[src/rtl/smc_arb_lite10_pkg.sv]
// Shared state encoding and default sizing for the SMC round-robin arbiter.
package smc_arb_pkg10;

    localparam int DEF_NUM_REQ     = 4;
    localparam int DEF_TIMEOUT_CYC = 255;

    // 2'b11 is never produced; the FSM decodes it as ARB_IDLE.
    typedef logic [1:0] arb_state_t;

    localparam arb_state_t ARB_IDLE  = 2'b00;
    localparam arb_state_t ARB_GRANT = 2'b01;
    localparam arb_state_t ARB_BUSY  = 2'b10;

endpackage

[src/rtl/smc_arb_lite10_rr_pick.sv]
// Combinational round-robin picker: first eligible requester at or after i_ptr.
module smc_rr_pick10 #(
    parameter int NUM_REQ = 4,
    parameter int PW      = 2
) (
    input  logic [NUM_REQ-1:0] i_req,
    input  logic [PW-1:0]      i_ptr,
    input  logic [NUM_REQ-1:0] i_excl,
    output logic [NUM_REQ-1:0] o_gnt,
    output logic               o_vld
);

    logic [NUM_REQ-1:0] w_elig;

    assign w_elig = i_req & ~i_excl;

    always_comb begin
        int idx;
        o_gnt = '0;
        o_vld = 1'b0;
        idx   = 0;
        for (int i = 0; i < NUM_REQ; i++) begin
            idx = int'(i_ptr) + i;
            if (idx >= NUM_REQ) idx = idx - NUM_REQ;
            if (!o_vld && w_elig[idx]) begin
                o_gnt[idx] = 1'b1;
                o_vld      = 1'b1;
            end
        end
    end

endmodule

[src/rtl/smc_arb_lite10.sv]
// Round-robin arbiter sharing one SMC state machine among NUM_REQ requesters.
// Optional grant locking is enabled by defining SMC_ARB_LOCK_EN.
module smc_arb_lite10
    import smc_arb_pkg10::*;
#(
    parameter int NUM_REQ     = DEF_NUM_REQ,
    parameter int TIMEOUT_CYC = DEF_TIMEOUT_CYC
) (
    input  logic               sys_clk10,
    input  logic               sys_reset10,
    input  logic [NUM_REQ-1:0] req10,
    input  logic [NUM_REQ-1:0] req_n_read10,
    input  logic [NUM_REQ-1:0] req_cs10,
    input  logic [NUM_REQ-1:0] req_lock10,
    input  logic               valid_access10,
    input  logic               smc_done10,
    input  logic               mac_done10,
    output logic               new_access10,
    output logic               n_read10,
    output logic               cs10,
    output logic [NUM_REQ-1:0] grant10,
    output logic [NUM_REQ-1:0] req_ack10,
    output logic               arb_err10
);

    localparam int PW = (NUM_REQ > 1) ? $clog2(NUM_REQ) : 1;

    arb_state_t         r_state;
    logic [PW-1:0]      r_ptr;
    logic [NUM_REQ-1:0] r_grant;
    logic [NUM_REQ-1:0] r_ack;
    logic               r_n_read;
    logic               r_cs;
    logic               r_err;
    logic [7:0]         r_wdog;

    logic [PW-1:0]      w_gidx;
    logic [PW-1:0]      w_gnext;
    logic [PW-1:0]      w_pick_ptr;
    logic [NUM_REQ-1:0] w_excl;
    logic [NUM_REQ-1:0] w_win;
    logic               w_win_vld;
    logic               w_in_busy;
    logic               w_done;
    logic               w_tmo;
    logic               w_keep;

    always_comb begin
        w_gidx = '0;
        for (int i = 0; i < NUM_REQ; i++)
            if (r_grant[i]) w_gidx = PW'(i);
    end

    assign w_gnext   = (int'(w_gidx) == NUM_REQ - 1) ? '0 : w_gidx + PW'(1);
    assign w_in_busy = (r_state == ARB_BUSY);
    assign w_done    = smc_done10 & mac_done10;
    assign w_tmo     = (TIMEOUT_CYC != 0) && (r_wdog == 8'(TIMEOUT_CYC - 1));

    // From BUSY the search starts after the current owner, which is masked
    // because its request may still be high in the completion cycle.
    assign w_pick_ptr = w_in_busy ? w_gnext : r_ptr;
    assign w_excl     = w_in_busy ? r_grant : '0;

`ifdef SMC_ARB_LOCK_EN
    assign w_keep = |(req_lock10 & r_grant);
`else
    logic w_unused_lock;
    assign w_unused_lock = ^req_lock10;
    assign w_keep        = 1'b0;
`endif

    smc_rr_pick10 #(.NUM_REQ(NUM_REQ), .PW(PW)) u_pick (
        .i_req  (req10),
        .i_ptr  (w_pick_ptr),
        .i_excl (w_excl),
        .o_gnt  (w_win),
        .o_vld  (w_win_vld)
    );

    always_ff @(posedge sys_clk10) begin
        if (sys_reset10) begin
            r_state  <= ARB_IDLE;
            r_ptr    <= '0;
            r_grant  <= '0;
            r_ack    <= '0;
            r_n_read <= 1'b1;
            r_cs     <= 1'b0;
            r_err    <= 1'b0;
            r_wdog   <= '0;
        end else begin
            r_ack  <= '0;
            r_err  <= 1'b0;
            r_wdog <= r_wdog + 8'd1;
            case (r_state)
                ARB_GRANT: begin
                    if (w_tmo) begin
                        r_err   <= 1'b1;
                        r_grant <= '0;
                        r_ptr   <= w_gnext;
                        r_state <= ARB_IDLE;
                    end else if (valid_access10) begin
                        r_state <= ARB_BUSY;
                    end
                end
                ARB_BUSY: begin
                    // Completion takes precedence over a coincident timeout.
                    if (w_done) begin
                        r_ack <= r_grant;
                        if (w_keep) begin
                            r_state  <= ARB_GRANT;
                            r_wdog   <= '0;
                            r_n_read <= |(req_n_read10 & r_grant);
                            r_cs     <= |(req_cs10 & r_grant);
                        end else begin
                            r_ptr <= w_gnext;
                            if (w_win_vld) begin
                                r_state  <= ARB_GRANT;
                                r_grant  <= w_win;
                                r_n_read <= |(req_n_read10 & w_win);
                                r_cs     <= |(req_cs10 & w_win);
                                r_wdog   <= '0;
                            end else begin
                                r_state <= ARB_IDLE;
                                r_grant <= '0;
                            end
                        end
                    end else if (w_tmo) begin
                        r_err   <= 1'b1;
                        r_grant <= '0;
                        r_ptr   <= w_gnext;
                        r_state <= ARB_IDLE;
                    end
                end
                default: begin
                    r_state <= ARB_IDLE;
                    if (w_win_vld) begin
                        r_state  <= ARB_GRANT;
                        r_grant  <= w_win;
                        r_n_read <= |(req_n_read10 & w_win);
                        r_cs     <= |(req_cs10 & w_win);
                        r_wdog   <= '0;
                    end
                end
            endcase
        end
    end

    assign new_access10 = (r_state == ARB_GRANT);
    assign n_read10     = r_n_read;
    assign cs10         = r_cs;
    assign grant10      = r_grant;
    assign req_ack10    = r_ack;
    assign arb_err10    = r_err;

endmodule

[config.mk]
export PLATFORM = sky130hd
export DESIGN_NAME = smc_arb_lite10
export DESIGN_NICKNAME = d
export VERILOG_FILES = /design/src/rtl/smc_arb_lite10_pkg.sv /design/src/rtl/smc_arb_lite10_rr_pick.sv /design/src/rtl/smc_arb_lite10.sv
export SDC_FILE = /design/constraint.sdc
export NUM_CORES = 1
export LEC_CHECK = 0
export ABC_AREA = 1
export BUFFER_PORTS_ARGS = -buffer_cell sky130_fd_sc_hd__buf_2
export CAP_MARGIN = 10
export CELL_PAD_IN_SITES_DETAIL_PLACEMENT = 0
export CELL_PAD_IN_SITES_GLOBAL_PLACEMENT = 1
export CORE_UTILIZATION = 25
export CTS_CLUSTER_DIAMETER = 30
export DETAILED_ROUTE_END_ITERATION = 16
export MAX_ROUTING_LAYER = met4
export PLACE_DENSITY_LB_ADDON = 0.15
export SKIP_LAST_GASP = 1
export SYNTH_ARGS = -nofsm -noshare
export SYNTH_HDL_FRONTEND = slang
export SYNTH_SLANG_ARGS = --single-unit
[constraint.sdc]
create_clock -name sys_clk10 -period 3.1 [get_ports sys_clk10]
set_input_delay 0.31 -clock sys_clk10 [delete_from_list [all_inputs] [get_ports sys_clk10]]
set_output_delay 0.31 -clock sys_clk10 [all_outputs]
set_load 0.03 [all_outputs]
# Yosys cells after proc, flatten, opt, wreduce, memory -nomap -nowiden
# Index checks and enable logic that the tools add are counted.
# classes
add_sub_neg,9
mul,0
n_div,0
n_lt_le_gt_ge,12
eq_ne,7
n_shift,0
muxes,64
n_bitwise,11
n_reduce_logical,17
# op_table
op,count
$ge A32 B1 Y1 const B,4
$lt A32 B4 Y1 const B,4
$mux W32,4
$ge A32 B4 Y1 const B,3
$sub A32 B4 Y32 const B,3
$mux W4,9
$mux W1,24
$mux W2,10
$mux W8,2
$pmux W8 S2,1
$and A4 B4 Y4,3
$or A4 B4 Y4,3
$add A8 B1 Y8 const B,1
$bmux W1 S2,4
$demux W1 S2,4
$eq A8 B8 Y1 const B,1
$pmux W2 S2,2
$pmux W4 S2,1
$reduce_or A4 Y1,2
$logic_and A1 B1 Y1,7
$add A2 B2 Y3 const B,2
$pmux W1 S2,3
$eq A2 B1 Y1 const B,2
$not A4 Y4,1
15 further kinds,20
# totals
register_bits,23
latch_bits,0
ramBits,0
rom_bits,0
in_bits,21
mem_count,0

# Longest topological paths before layout
# Gate-level depths: netlist (run 1).
# depth
depth_word,26
ltp_mapped,18
depth_no_buf,18

# Modules after synthesis
# A second synthesis (run 1) with hierarchy kept.
# unflattened
cells_unflattened,228
hier_area_um2,1604.0
# by_module_without_submodules
module,instances,cells_per_inst,area_per_inst_um2,seq_area_each_um2
smc_arb_lite10,1,149,1112.3,460.4
smc_rr_pick10,1,79,491.7,0.0

# Worst setup path before layout (run 1)
# OpenSTA, ideal clock, no wires.
# synth_path
kind,reg-to-reg
startpoint,register r_state[0]
endpoint,register r_wdog[0]
setup_time_ps,121
arrival_time_ps,2185
setup_slack_ps,794
stages_incl_launch_ff,18
path_buffers,0
period_less_slack_ps,2306
cell_sequence,dfxtp_1 -> inv_1 -> ha_1 -> inv_2 -> nand2_4 -> nand2_4 -> inv_2 -> ha_1 -> inv_1 -> nand3_1 -> nand2_2 -> nor2_8 -> nand4_4 -> inv_2 -> nor2_2 -> o21ai_2 -> nor2_4 -> nor2_2
# synth_via
elab_chain_cells,20
# synth_lines
item,line,rtl
from (decl),smc_arb_lite10.sv:28,arb_state_t r_state;
from (signal assigned),smc_arb_lite10.sv:82,r_state <= ARB_IDLE;
from (signal assigned),smc_arb_lite10.sv:100,r_state <= ARB_IDLE;
from (signal assigned),smc_arb_lite10.sv:102,r_state <= ARB_BUSY;
branches (longest 19 deep; another with $sub A32 B4 Y32),--,
$pmux W8 S2 (*),smc_arb_lite10.sv:94,case (r_state)
to (signal assigned),smc_arb_lite10.sv:93,r_wdog <= r_wdog + 8'd1;
to (decl),smc_arb_lite10.sv:35,logic [7:0] r_wdog;
# Mark *: on every way between the ends. The select of a mux whose other input is x is not followed.
# A chain may end at the register's enable or synchronous reset.

# Final worst setup path (run 1)
# layout_path
startpoint,register r_state[0]
endpoint,register r_n_read (netlist: n_read10)
# layout_via
elab_chain_cells,22
# layout_lines
item,line,rtl
branches (longest 22 deep; another with $sub A32 B4 Y32),--,
to (signal assigned),smc_arb_lite10.sv:112,r_n_read <= |(req_n_read10 & r_grant);
to (signal assigned),smc_arb_lite10.sv:119,r_n_read <= |(req_n_read10 & w_win);
to (signal assigned),smc_arb_lite10.sv:139,r_n_read <= |(req_n_read10 & w_win);
to (decl),smc_arb_lite10.sv:32,logic r_n_read;
# Several ways; the timed one is not identified. The select of a mux whose other input is x is not followed.

==> results of run 1 <==
worst max path at each step:
stage	endpoint	cells after the start
final	n_read10	17
after global routing	cs10	17
after CTS	n_read10	17
after detailed placement	n_read10	17
after global placement	n_read10	17
after floorplan	r_wdog[0]	17
final cells by class:
type / count / area (sq um) / share of cell area (%)
well taps: 80 / 100 / 4.93
inverters: 34 / 128 / 6.28
flip-flops and latches: 23 / 460 / 22.7
clock inverters: 1 / 5.00 / 0.246
multi-input cells: 218 / 1140 / 56.2
repair buffers: 30 / 155 / 7.64
clock buffers: 3 / 41.3 / 2.03
critical path, delay by kind of cell (launching register included):
kind | cells | cell delay, ps
AND/OR/NAND/NOR | 8 | 980
buffers and inverters | 6 | 490
flip-flops | 1 | 360
AO/OA/AOI/OAI | 1 | 130
adder cells (fa/ha/maj) | 2 | 620
kinds of logic after synthesis:
family	count (synthesis)	share of synthesized area, %
AND/OR/NAND/NOR	184	50.6
buffers and inverters	37	8.05
AO/OA/AOI/OAI	24	8.33
flip-flops	23	26.4
adder cells (fa/ha/maj)	7	5.03
XOR/XNOR	3	1.51
cells in the mapped netlist (2+ instances only):
library cell,number
sky130_fd_sc_hd__clkbuf_1,2
sky130_fd_sc_hd__o21ai_2,2
sky130_fd_sc_hd__nand2_1,92
sky130_fd_sc_hd__nand3_1,36
sky130_fd_sc_hd__o21ai_1,2
sky130_fd_sc_hd__a21oi_1,8
sky130_fd_sc_hd__and2_0,2
sky130_fd_sc_hd__nor2_2,10
sky130_fd_sc_hd__nand3_2,2
sky130_fd_sc_hd__inv_2,7
sky130_fd_sc_hd__nor2_1,25
sky130_fd_sc_hd__ha_1,7
sky130_fd_sc_hd__o21ai_0,5
sky130_fd_sc_hd__inv_1,27
sky130_fd_sc_hd__xor2_1,2
sky130_fd_sc_hd__nand2_2,3
sky130_fd_sc_hd__nand4_1,5
sky130_fd_sc_hd__nand2_4,3
sky130_fd_sc_hd__dfxtp_1,23
sky130_fd_sc_hd__o31ai_1,4
registers in the layout, summed over array words and instances, names as in the netlist:
| signal | flops |
|---|---|
| r_wdog | 8 |
| grant10 | 4 |
| req_ack10 | 4 |
| r_ptr | 2 |
| r_state | 2 |
| arb_err10 | 1 |
| cs10 | 1 |
| n_read10 | 1 |
per-layer routing:
metal	GRT usage [%]	share of wire (%)	vias to the layer above
li1	-	-	954
met1	18.4	52	743
met2	23.0	45	26
met3	1.85	2.8	2
met4	3.18	0.57	0
met5	-	0	-
power breakdown:
part / leakage [nW] / switching [mW] / internal, mW / total (mW)
registers: 0.187 / 0.0466 / 0.346 / 0.392
logic: 0.793 / 0.784 / 0.321 / 1.10
clock network: 0.0255 / 0.0989 / 0.0897 / 0.189
total: 1.01 / 0.930 / 0.756 / 1.69
metrics by stage:
stage / setup WS, ps / utilization, % / cells
final: 403 / 30.1 / 389
after detailed placement: 397 / 29.4 / 385
after global routing: 122 / 30.1 / 389
after CTS: 385 / 30.1 / 389
after global placement: 385 / 29.4 / 385
after floorplan: 794 / - / 278
==> implementation parameters, run 1 <==
Parameter                              Value

Routing
  Antenna Violating Nets Remaining ... 0
  Iteration count of the initial detailed-routing pass ... 5
  DRC violation count after routing ... 0
  Starting DRT DRC Count ... 58
  WL per Instance ... 12.1 microns
  Via count ... around 1700
  Detailed-route wire length ... between 4000 and 5000 microns
  Post-DR vias/cell ... 4.43

Critical path
  Startpoint of the worst-slack reg-to-reg timing path ... r_state[0]
  Cells along the critical path ... inv_1 > ha_1 > inv_2 > nand2_4 > nand2_4 > inv_2 > ha_1 > inv_1 > nand3_1 > nand2_2 > nor2_8 > nand4_4 > inv_2 > nor2_1 > inv_1 > a21oi_1 > nand2_1
  Worst-path cell with the longest stage delay ... sky130_fd_sc_hd__dfxtp_1
  Launch point of the worst path ... r_state[0]
  Kind of critical path ... reg -> reg
  Reg-to-reg critical path endpoint ... n_read10
  Arr. time, crit path ... 2860 ps
  Data required time at the worst endpoint ... 3260 ps
  Worst Path Max Fanout ... 9
  Category of the worst setup path launch point ... flop
  Worst reg2reg setup slack ... 400 ps
  Crit. End Element ... flop
  Depth of the most critical reg-to-reg path ... 17
  CP max stage delay ... around 360 ps

STA
  Final count of hold timing violations ... 0
  RSZ-0062 raised after global routing ... false
  Clock Skew ... 5.31 ps
  Worst slew margin relative to its limit ... approximately two thirds
  Final worst path period share ... 87.0%
  Final-report max-slew violation count ... 0
  Tightest hold margin ... 356 ps
  Clock period minus final worst setup slack ... 2700 ps
  Peak Freq ... 371 MHz
  Summed negative setup slack over all endpoints ... 0 ps
  Endpoints failing setup ... 0
  Transition time at the pin with the least slew margin ... 499 ps

Floorplan
  Area inside the core boundary ... 6760 sq um
  Effective utilization at floorplan ... 25.8%
  Die outline area ... 7300 sq um
  # rows ... 30
  X dimension of the die ... 85.5 microns
  Chip height ... between 80 and 90 microns
  Top-level I/O count ... 33

Synth
  Count of cell types in the netlist ... 31
  Number of enable-type register cells in the synthesized netlist ... 0
  Syn Inst Count ... 278
  Sequential fraction of the synthesis area ... 26.4%
  Ranking of synthesized cells by area ... sky130_fd_sc_hd__dfxtp_1 26%, sky130_fd_sc_hd__nand2_1 20%, sky130_fd_sc_hd__nand3_1 10%
  Top cell type by total area after synthesis ... sky130_fd_sc_hd__dfxtp_1
  Dominant register cell in the synthesized netlist ... sky130_fd_sc_hd__dfxtp_1
  Proportion of register bits with asynchronous set or reset after synthesis ... 0%
  Yosys warnings ... 0
  Total of flip-flops plus latches after synthesis ... 23
  Share of the synthesized area in the top cell type ... 26.4%
  Net Count, Synth ... 306
  Average cell area after synthesis ... 6.27 sq um
  Post-Syn Area ... 1740 sq um

Hold path
  Worst min-delay path endpoint ... cs10
  Number of stages on the worst hold path ... 5
  Hold WC Path Type ... in -> reg
  Hold Crit Start ... req_cs10[2]

Power
  PnR Total Power ... 1.69 mW
  Power density of the placed cells ... 830 nW/um^2
  Static leakage power ... roughly 1 nW
  Largest vdd supply drop ... 0.287 mV

GRT
  Number of global-route vias before repair ... 1642
  Overall routing resource usage ... roughly 14%
  Maximum number of pins on one net before global-route repair ... 16
  Global-route wire length before repair ... 7920 microns
  Initial antenna violation count ... 0
  Global route overflow ... 0

Placed design
  DPL Wire Length ... about 3800 microns
  Placed inst area ... 1980 sq um
  Routability-driven placement congestion ratio ... 0.764
  Number of port buffers ... 28

CTS
  Clock slew at the register clock pins of the worst setup and hold paths ... 80 ps
  Hold buffers post-CTS ... 0
  Root buffer cell ... sky130_fd_sc_hd__clkbuf_8
  Worst-skew pair later-pin latency ... 260 ps
  Maximum level of the CTS H-tree ... 1
  Number of gates given a new drive strength after cts ... 0
  Post-CTS setup buffer count ... 0
  CTS tree ... built
  Clock sink count ... 23
  Deepest clock path buffer count ... 2
  Number of buffers added by the clock tree synthesis step ... 3

Outcome
  Status ... complete, no violations

Layout
  Most frequent standard cell in the layout excluding fill and tap cells ... sky130_fd_sc_hd__nand2_1
  Most used cells in the layout excluding fill and tap cells ... 92 x sky130_fd_sc_hd__nand2_1, 36 x sky130_fd_sc_hd__nand3_1, 28 x sky130_fd_sc_hd__buf_2
  Antenna Cells ... 0
  Nets@finish ... 338
  Layout overhead on the synthesized area ... 16.6%
  Fill cell total of the finished layout ... 755
  Area of all placed cells without fillers ... 2030 sq um
  Fraction of final layout cells sized beyond drive strength 1 ... between 20% and 30%

Flow run
  Max-cap violations ... 0
(Power assumes the default switching activity.)
==> run 2, diff against run 1 <==
--- a/config.mk
+++ b/config.mk
@@ -15,6 +15,7 @@
 export DETAILED_ROUTE_END_ITERATION = 16
 export MAX_ROUTING_LAYER = met4
 export PLACE_DENSITY_LB_ADDON = 0.15
+export RECOVER_POWER = 25
 export SKIP_LAST_GASP = 1
 export SYNTH_ARGS = -nofsm -noshare
 export SYNTH_HDL_FRONTEND = slang
==> run 2 against run 1 <==
Final cell count is the same. Setup slack better by 1.5 ps. Via count down 0.23%. Utilization decreased by 0.15 points. Clock skew is essentially flat. Sequential power barely moved. Register-to-register slack barely moved. Clock-buffer cell count did not move. Critical path type unchanged. Largest cell class unchanged. Largest power group unchanged.
==> implementation parameters, run 2 (synthesis results as in run 1) <==
Parameter                              Value

Outcome
  Status ... complete, no violations (unchanged)

Power
  Static leakage power ... 0.973 nW (was 1.01 nW)
  Largest vdd supply drop ... 0.286 mV (was 0.287 mV)
  Power density of the placed cells ... 833 nW/um^2 (was 830 nW/um^2)
  PnR Total Power ... 1.68 mW (was 1.69 mW)

GRT
  Initial antenna violation count ... 0 (unchanged)
  Number of global-route vias before repair ... 1642 (unchanged)
  Global route overflow ... 0 (unchanged)
  Maximum number of pins on one net before global-route repair ... 16 (unchanged)
  Overall routing resource usage ... 14.0% (unchanged)
  Global-route wire length before repair ... 7920 microns (unchanged)

Routing
  Iteration count of the initial detailed-routing pass ... 5 (unchanged)
  Post-DR vias/cell ... 4.42 (was 4.43)
  WL per Instance ... 12.1 microns (about the same)
  DRC violation count after routing ... 0 (unchanged)
  Starting DRT DRC Count ... 63 (was 58)
  Antenna Violating Nets Remaining ... 0 (unchanged)
  Detailed-route wire length ... 4720 microns (was 4710 microns)
  Via count ... 1721 (was 1725)

CTS
  Worst-skew pair later-pin latency ... 260 ps (about the same)
  Deepest clock path buffer count ... 2 (unchanged)
  Maximum level of the CTS H-tree ... 1 (unchanged)
  Number of gates given a new drive strength after cts ... 0 (unchanged)
  Clock slew at the register clock pins of the worst setup and hold paths ... 80 ps (about the same)
  Clock sink count ... 23 (unchanged)
  Number of buffers added by the clock tree synthesis step ... 3 (unchanged)
  Post-CTS setup buffer count ... 0 (unchanged)
  Hold buffers post-CTS ... 0 (unchanged)
  CTS tree ... built (unchanged)
  Root buffer cell ... sky130_fd_sc_hd__clkbuf_8 (unchanged)

STA
  Final-report max-slew violation count ... 0 (unchanged)
  Final worst path period share ... 87.0% (about the same)
  Transition time at the pin with the least slew margin ... 499 ps (about the same)
  Summed negative setup slack over all endpoints ... 0 ps (unchanged)
  Final count of hold timing violations ... 0 (unchanged)
  Tightest hold margin ... 356 ps (about the same)
  Endpoints failing setup ... 0 (unchanged)
  Worst path setup slack after routing ... 404 ps (was 403 ps)
  Clock Skew ... 5.44 ps (was 5.31 ps)
  Peak Freq ... 371 MHz (about the same)
  Clock period minus final worst setup slack ... 2700 ps (about the same)
  RSZ-0062 raised after global routing ... false (unchanged)
  Worst slew margin relative to its limit ... 66.7% (about the same)

Layout
  Most used cells in the layout excluding fill and tap cells ... 92 x sky130_fd_sc_hd__nand2_1, 36 x sky130_fd_sc_hd__nand3_1, 27 x sky130_fd_sc_hd__inv_1 (was 92 x sky130_fd_sc_hd__nand2_1, 36 x sky130_fd_sc_hd__nand3_1, 28 x sky130_fd_sc_hd__buf_2)
  Antenna Cells ... 0 (unchanged)
  Fin util ... 29.9% (was 30.1%)
  Flip-flop count of the largest register, all copies and words added ... 8 (unchanged)
  Register with the highest flop count ... r_wdog (unchanged)
  Nets@finish ... 338 (unchanged)
  Most frequent standard cell in the layout excluding fill and tap cells ... sky130_fd_sc_hd__nand2_1 (unchanged)
  Fraction of final layout cells sized beyond drive strength 1 ... 18.4% (was 21.0%)
  Layout overhead on the synthesized area ... 16.0% (was 16.6%)

Critical path
  Category of the worst setup path launch point ... flop (unchanged)
  Data required time at the worst endpoint ... 3260 ps (about the same)
  CP max stage delay ... 360 ps (about the same)
  Arr. time, crit path ... 2850 ps (was 2860 ps)
  Kind of critical path ... reg -> reg (unchanged)
  Worst Path Max Fanout ... 9 (unchanged)
  Worst-path cell with the longest stage delay ... sky130_fd_sc_hd__dfxtp_1 (unchanged)
  Crit. End Element ... flop (unchanged)
  Cells along the critical path ... inv_1 > ha_1 > inv_2 > nand2_4 > nand2_4 > inv_2 > ha_1 > inv_1 > nand3_1 > nand2_2 > nor2_8 > nand4_4 > inv_2 > nor2_1 > inv_1 > a21oi_1 > nand2_1 (unchanged)

Placed design
  Number of port buffers ... 28 (unchanged)
  Setup slack at placement ... 397 ps (unchanged)
  Routability-driven placement congestion ratio ... 0.764 (unchanged)
  DPL Wire Length ... 3820 microns (unchanged)

Floorplan
  Die outline area ... 7300 sq um (unchanged)
  Effective utilization at floorplan ... 25.8% (unchanged)
  Area inside the core boundary ... 6760 sq um (unchanged)
  X dimension of the die ... 85.5 microns (unchanged)
  Top-level I/O count ... 33 (unchanged)
  Chip height ... 85.5 microns (unchanged)
  # rows ... 30 (unchanged)

Flow run
  Max-cap violations ... 0 (unchanged)

Hold path
  Hold WC Path Type ... in -> reg (unchanged)
run 2: changes by cell type in the layout (fill, tap and decap cells not counted):
| cell | before | now |
|---|---|---|
| sky130_fd_sc_hd__buf_2 | 28 | 20 |
| sky130_fd_sc_hd__clkbuf_1 | 0 | 8 |
run 2: routing by layer:
| layer | wire length (microns) | vias up | GRT usage [%] |
|---|---|---|---|
| li1 | - | 954 | - |
| met1 | 2460 | 742 | 18.4 |
| met2 | 2120 | 23 | 23.0 |
| met3 | 117 | 2 | 1.85 |
| met4 | 27 | 0 | 3.18 |
| met5 | 0 | - | - |
run 2: path summary, 6_finish.rpt:
| path | startpoint | endpoint | slack, ps | cells past startpoint |
|---|---|---|---|---|
| hold reg to reg | n_read10 | n_read10 | 490 | 2 |
| hold / removal | req_cs10[2] | cs10 | 360 | 5 |
| setup / recovery | r_state[0] | n_read10 | 400 | 17 |
| setup reg to reg | r_state[0] | n_read10 | 400 | 17 |
run 2: area by class of cell:
type,instances,area (sq um)
fill,759,4740
sequential,23,460
clock inverter,1,5.00
tap,80,100
multi-input combinational,218,1140
clock buffer,3,41.3
timing repair buffer,30,145
inverter,34,128
run 2: through the flow:
stage / area [sq um] / std cells
finish: 2020 / 389
CTS: 2030 / 389
floorplan: 1740 / 278
global placement: 1980 / 385
global route: 2020 / 389
detailed placement: 1980 / 385
run 2: worst max-delay path: cells and delay by family, from the launching register on:
kind	cells	cell delay, ps
AND/OR/NAND/NOR	8	980
AO/OA/AOI/OAI	1	130
flip-flops	1	360
adder cells (fa/ha/maj)	2	620
buffers and inverters	6	490
run 2: report_power, final:
part,internal (mW),switching [mW]
Combinational,0.317,0.784
Clock,0.0897,0.0987
Sequential,0.346,0.0471
==> run 3, diff against run 2 <==
--- a/config.mk
+++ b/config.mk
@@ -6,15 +6,15 @@
 export NUM_CORES = 1
 export LEC_CHECK = 0
 export ABC_AREA = 1
-export BUFFER_PORTS_ARGS = -buffer_cell sky130_fd_sc_hd__buf_2
 export CAP_MARGIN = 10
 export CELL_PAD_IN_SITES_DETAIL_PLACEMENT = 0
 export CELL_PAD_IN_SITES_GLOBAL_PLACEMENT = 1
 export CORE_UTILIZATION = 25
 export CTS_CLUSTER_DIAMETER = 30
 export DETAILED_ROUTE_END_ITERATION = 16
+export DONT_BUFFER_PORTS = 1
 export MAX_ROUTING_LAYER = met4
-export PLACE_DENSITY_LB_ADDON = 0.15
+export PLACE_DENSITY = 0.51
 export RECOVER_POWER = 25
 export SKIP_LAST_GASP = 1
 export SYNTH_ARGS = -nofsm -noshare
==> run 3 against run 2 <==
First-iteration DRC count increased by 24%. Sequential power up 2%. Final cell count shrank 6.7%. Fmax shrank 0.71%. Non-clock buffer count down 26. Critical path depth is the same. Global-route usage grew 0.33 points. Utilization is 1.7 points lower. Combinational power about the same. Design area is 5.8% lower. Sequential share of layout area up 1.4 points. Critical endpoint unchanged. Largest power group unchanged.
==> implementation parameters, run 3 (synthesis results as in run 1) <==
Parameter                              Value

Outcome
  Status ... complete, no violations (unchanged)

Routing
  Via count ... 1714 (was 1721)
  WL per Instance ... 13.2 microns (was 12.1 microns)
  Starting DRT DRC Count ... 78 (was 63)
  Post-DR vias/cell ... 4.72 (was 4.42)
  Iteration count of the initial detailed-routing pass ... 4 (was 5)
  DRC violation count after routing ... 0 (unchanged)
  Detailed-route wire length ... 4810 microns (was 4720 microns)
  Antenna Violating Nets Remaining ... 0 (unchanged)

Critical path
  Worst reg2reg setup slack ... 380 ps (was 400 ps)
  Data required time at the worst endpoint ... 3280 ps (was 3260 ps)
  Worst Path Max Fanout ... 9 (unchanged)
  Category of the worst setup path launch point ... flop (unchanged)
  Reg-to-reg critical path endpoint ... n_read10 (unchanged)
  Startpoint of the worst-slack reg-to-reg timing path ... r_state[0] (unchanged)
  Depth of the most critical reg-to-reg path ... 17 (unchanged)
  Crit. End Element ... flop (unchanged)
  Arr. time, crit path ... 2890 ps (was 2850 ps)
  Kind of critical path ... reg -> reg (unchanged)

Floorplan
  # rows ... 30 (unchanged)
  Effective utilization at floorplan ... 25.8% (unchanged)
  Area inside the core boundary ... 6760 sq um (unchanged)
  Top-level I/O count ... 33 (unchanged)
  Chip height ... 85.5 microns (unchanged)
  X dimension of the die ... 85.5 microns (unchanged)
  Die outline area ... 7300 sq um (unchanged)

STA
  Final-report max-slew violation count ... 0 (unchanged)
  Transition time at the pin with the least slew margin ... 563 ps (was 499 ps)
  Final count of hold timing violations ... 0 (unchanged)
  Clock Skew ... 8.50 ps (was 5.44 ps)
  Tightest hold margin ... 106 ps (was 356 ps)
  Final worst path period share ... 87.6% (was 87.0%)
  Worst slew margin relative to its limit ... 62.5% (was 66.7%)
  Endpoints failing setup ... 0 (unchanged)
  Peak Freq ... 368 MHz (was 371 MHz)
  RSZ-0062 raised after global routing ... false (unchanged)
  Clock period minus final worst setup slack ... 2720 ps (was 2700 ps)
  Summed negative setup slack over all endpoints ... 0 ps (unchanged)

Layout
  Layout overhead on the synthesized area ... 9.34% (was 16.0%)
  Flip-flop count of the largest register, all copies and words added ... 8 (unchanged)
  Most used cells in the layout excluding fill and tap cells ... 92 x sky130_fd_sc_hd__nand2_1, 36 x sky130_fd_sc_hd__nand3_1, 27 x sky130_fd_sc_hd__inv_1 (unchanged)
  Most frequent standard cell in the layout excluding fill and tap cells ... sky130_fd_sc_hd__nand2_1 (unchanged)
  Area of all placed cells without fillers ... 1900 sq um (was 2020 sq um)
  Fraction of final layout cells sized beyond drive strength 1 ... 13.4% (was 18.4%)
  Register with the highest flop count ... r_wdog (unchanged)
  Nets@finish ... 312 (was 338)
  Antenna Cells ... 0 (unchanged)

CTS
  Post-CTS setup buffer count ... 0 (unchanged)
  Root buffer cell ... sky130_fd_sc_hd__clkbuf_8 (unchanged)
  Number of buffers added by the clock tree synthesis step ... 3 (unchanged)
  Maximum level of the CTS H-tree ... 1 (unchanged)
  Clock slew at the register clock pins of the worst setup and hold paths ... 100 ps (was 80 ps)
  Worst-skew pair later-pin latency ... 280 ps (was 260 ps)
  Hold buffers post-CTS ... 0 (unchanged)
  Clock sink count ... 23 (unchanged)
  CTS tree ... built (unchanged)
  Deepest clock path buffer count ... 2 (unchanged)
  Number of gates given a new drive strength after cts ... 0 (unchanged)

GRT
  Global-route wire length before repair ... 7940 microns (was 7920 microns)
  Number of global-route vias before repair ... 1580 (was 1642)
  Overall routing resource usage ... 14.4% (was 14.0%)
  Initial antenna violation count ... 0 (unchanged)
  Maximum number of pins on one net before global-route repair ... 16 (unchanged)
  Global route overflow ... 0 (unchanged)

Hold path
  Worst min-delay path endpoint ... arb_err10 (was cs10)
  Hold WC Path Type ... in -> reg (unchanged)
  Hold Crit Start ... sys_reset10 (was req_cs10[2])
  Number of stages on the worst hold path ... 1 (was 5)

Power
  Static leakage power ... 0.883 nW (was 0.973 nW)
  PnR Total Power ... 1.69 mW (was 1.68 mW)
  Power density of the placed cells ... 885 nW/um^2 (was 833 nW/um^2)
  Largest vdd supply drop ... 0.386 mV (was 0.286 mV)

Placed design
  Number of port buffers ... 0 (was 28)
  Placed inst area ... 1860 sq um (was 1980 sq um)
  DPL Wire Length ... 3870 microns (was 3820 microns)
  Routability-driven placement congestion ratio ... 0.776 (was 0.764)

Flow run
  Max-cap violations ... 0 (unchanged)
==> run 3: worst max path at each step <==
stage	end	cells after the start	slack, ps	startpoint
4_1_cts	n_read10	18	380	r_state[0]
6_report	n_read10	17	380	r_state[0]
5_1_grt	n_read10	15	120	r_state[0]
3_5_place_dp	n_read10	18	380	r_state[0]
2_1_floorplan	r_wdog[0]	17	790	r_state[0]
3_3_place_gp	n_read10	17	360	r_state[0]
==> run 3: through the flow <==
stage	util [%]	setup WS, ps	cells
2_1_floorplan	-	794	278
3_3_place_gp	27.5	356	359
3_5_place_dp	27.5	384	359
4_1_cts	28.2	375	363
5_1_grt	28.2	125	363
6_report	28.2	385	363
==> run 3: layout make-up <==
class                      instances  area [sq um]
multi-input combinational        218          1140
clock buffer                       3          41.3
fill                             782          4850
timing repair buffer               4          26.3
tap                               80           100
clock inverter                     1          7.51
sequential                        23           460
inverter                          34           128
==> run 3: critical path: stages, from the launching register on <==
cell and delay [ps]:
sky130_fd_sc_hd__dfxtp_1 360, sky130_fd_sc_hd__inv_1 70, sky130_fd_sc_hd__ha_1 290, sky130_fd_sc_hd__inv_2 130, sky130_fd_sc_hd__nand2_4 100, sky130_fd_sc_hd__nand2_4 140, sky130_fd_sc_hd__inv_2 70, sky130_fd_sc_hd__ha_1 340
sky130_fd_sc_hd__inv_1 90, sky130_fd_sc_hd__nand3_1 90, sky130_fd_sc_hd__nand2_2 170, sky130_fd_sc_hd__nor2_8 60, sky130_fd_sc_hd__nand4_4 80, sky130_fd_sc_hd__inv_2 60, sky130_fd_sc_hd__nor2_1 300, sky130_fd_sc_hd__inv_1 80
sky130_fd_sc_hd__a21oi_1 130, sky130_fd_sc_hd__nand2_1 60
==> run 3: power by group <==
group | internal (mW) | switching [mW] | total, mW
combinational | 0.301 | 0.781 | 1.08
clock | 0.0913 | 0.112 | 0.203
sequential | 0.346 | 0.0555 | 0.401
total | 0.738 | 0.948 | 1.69
==> run 3: layer usage <==
layer | track usage, % | vias to the layer above | part of all wire, %
met1 | 18.8 | 779 | 50
met3 | 3.31 | 2 | 3.8
met2 | 23.0 | 30 | 46
met5 | - | - | 0
li1 | - | 903 | -
met4 | 2.27 | 0 | 0.40
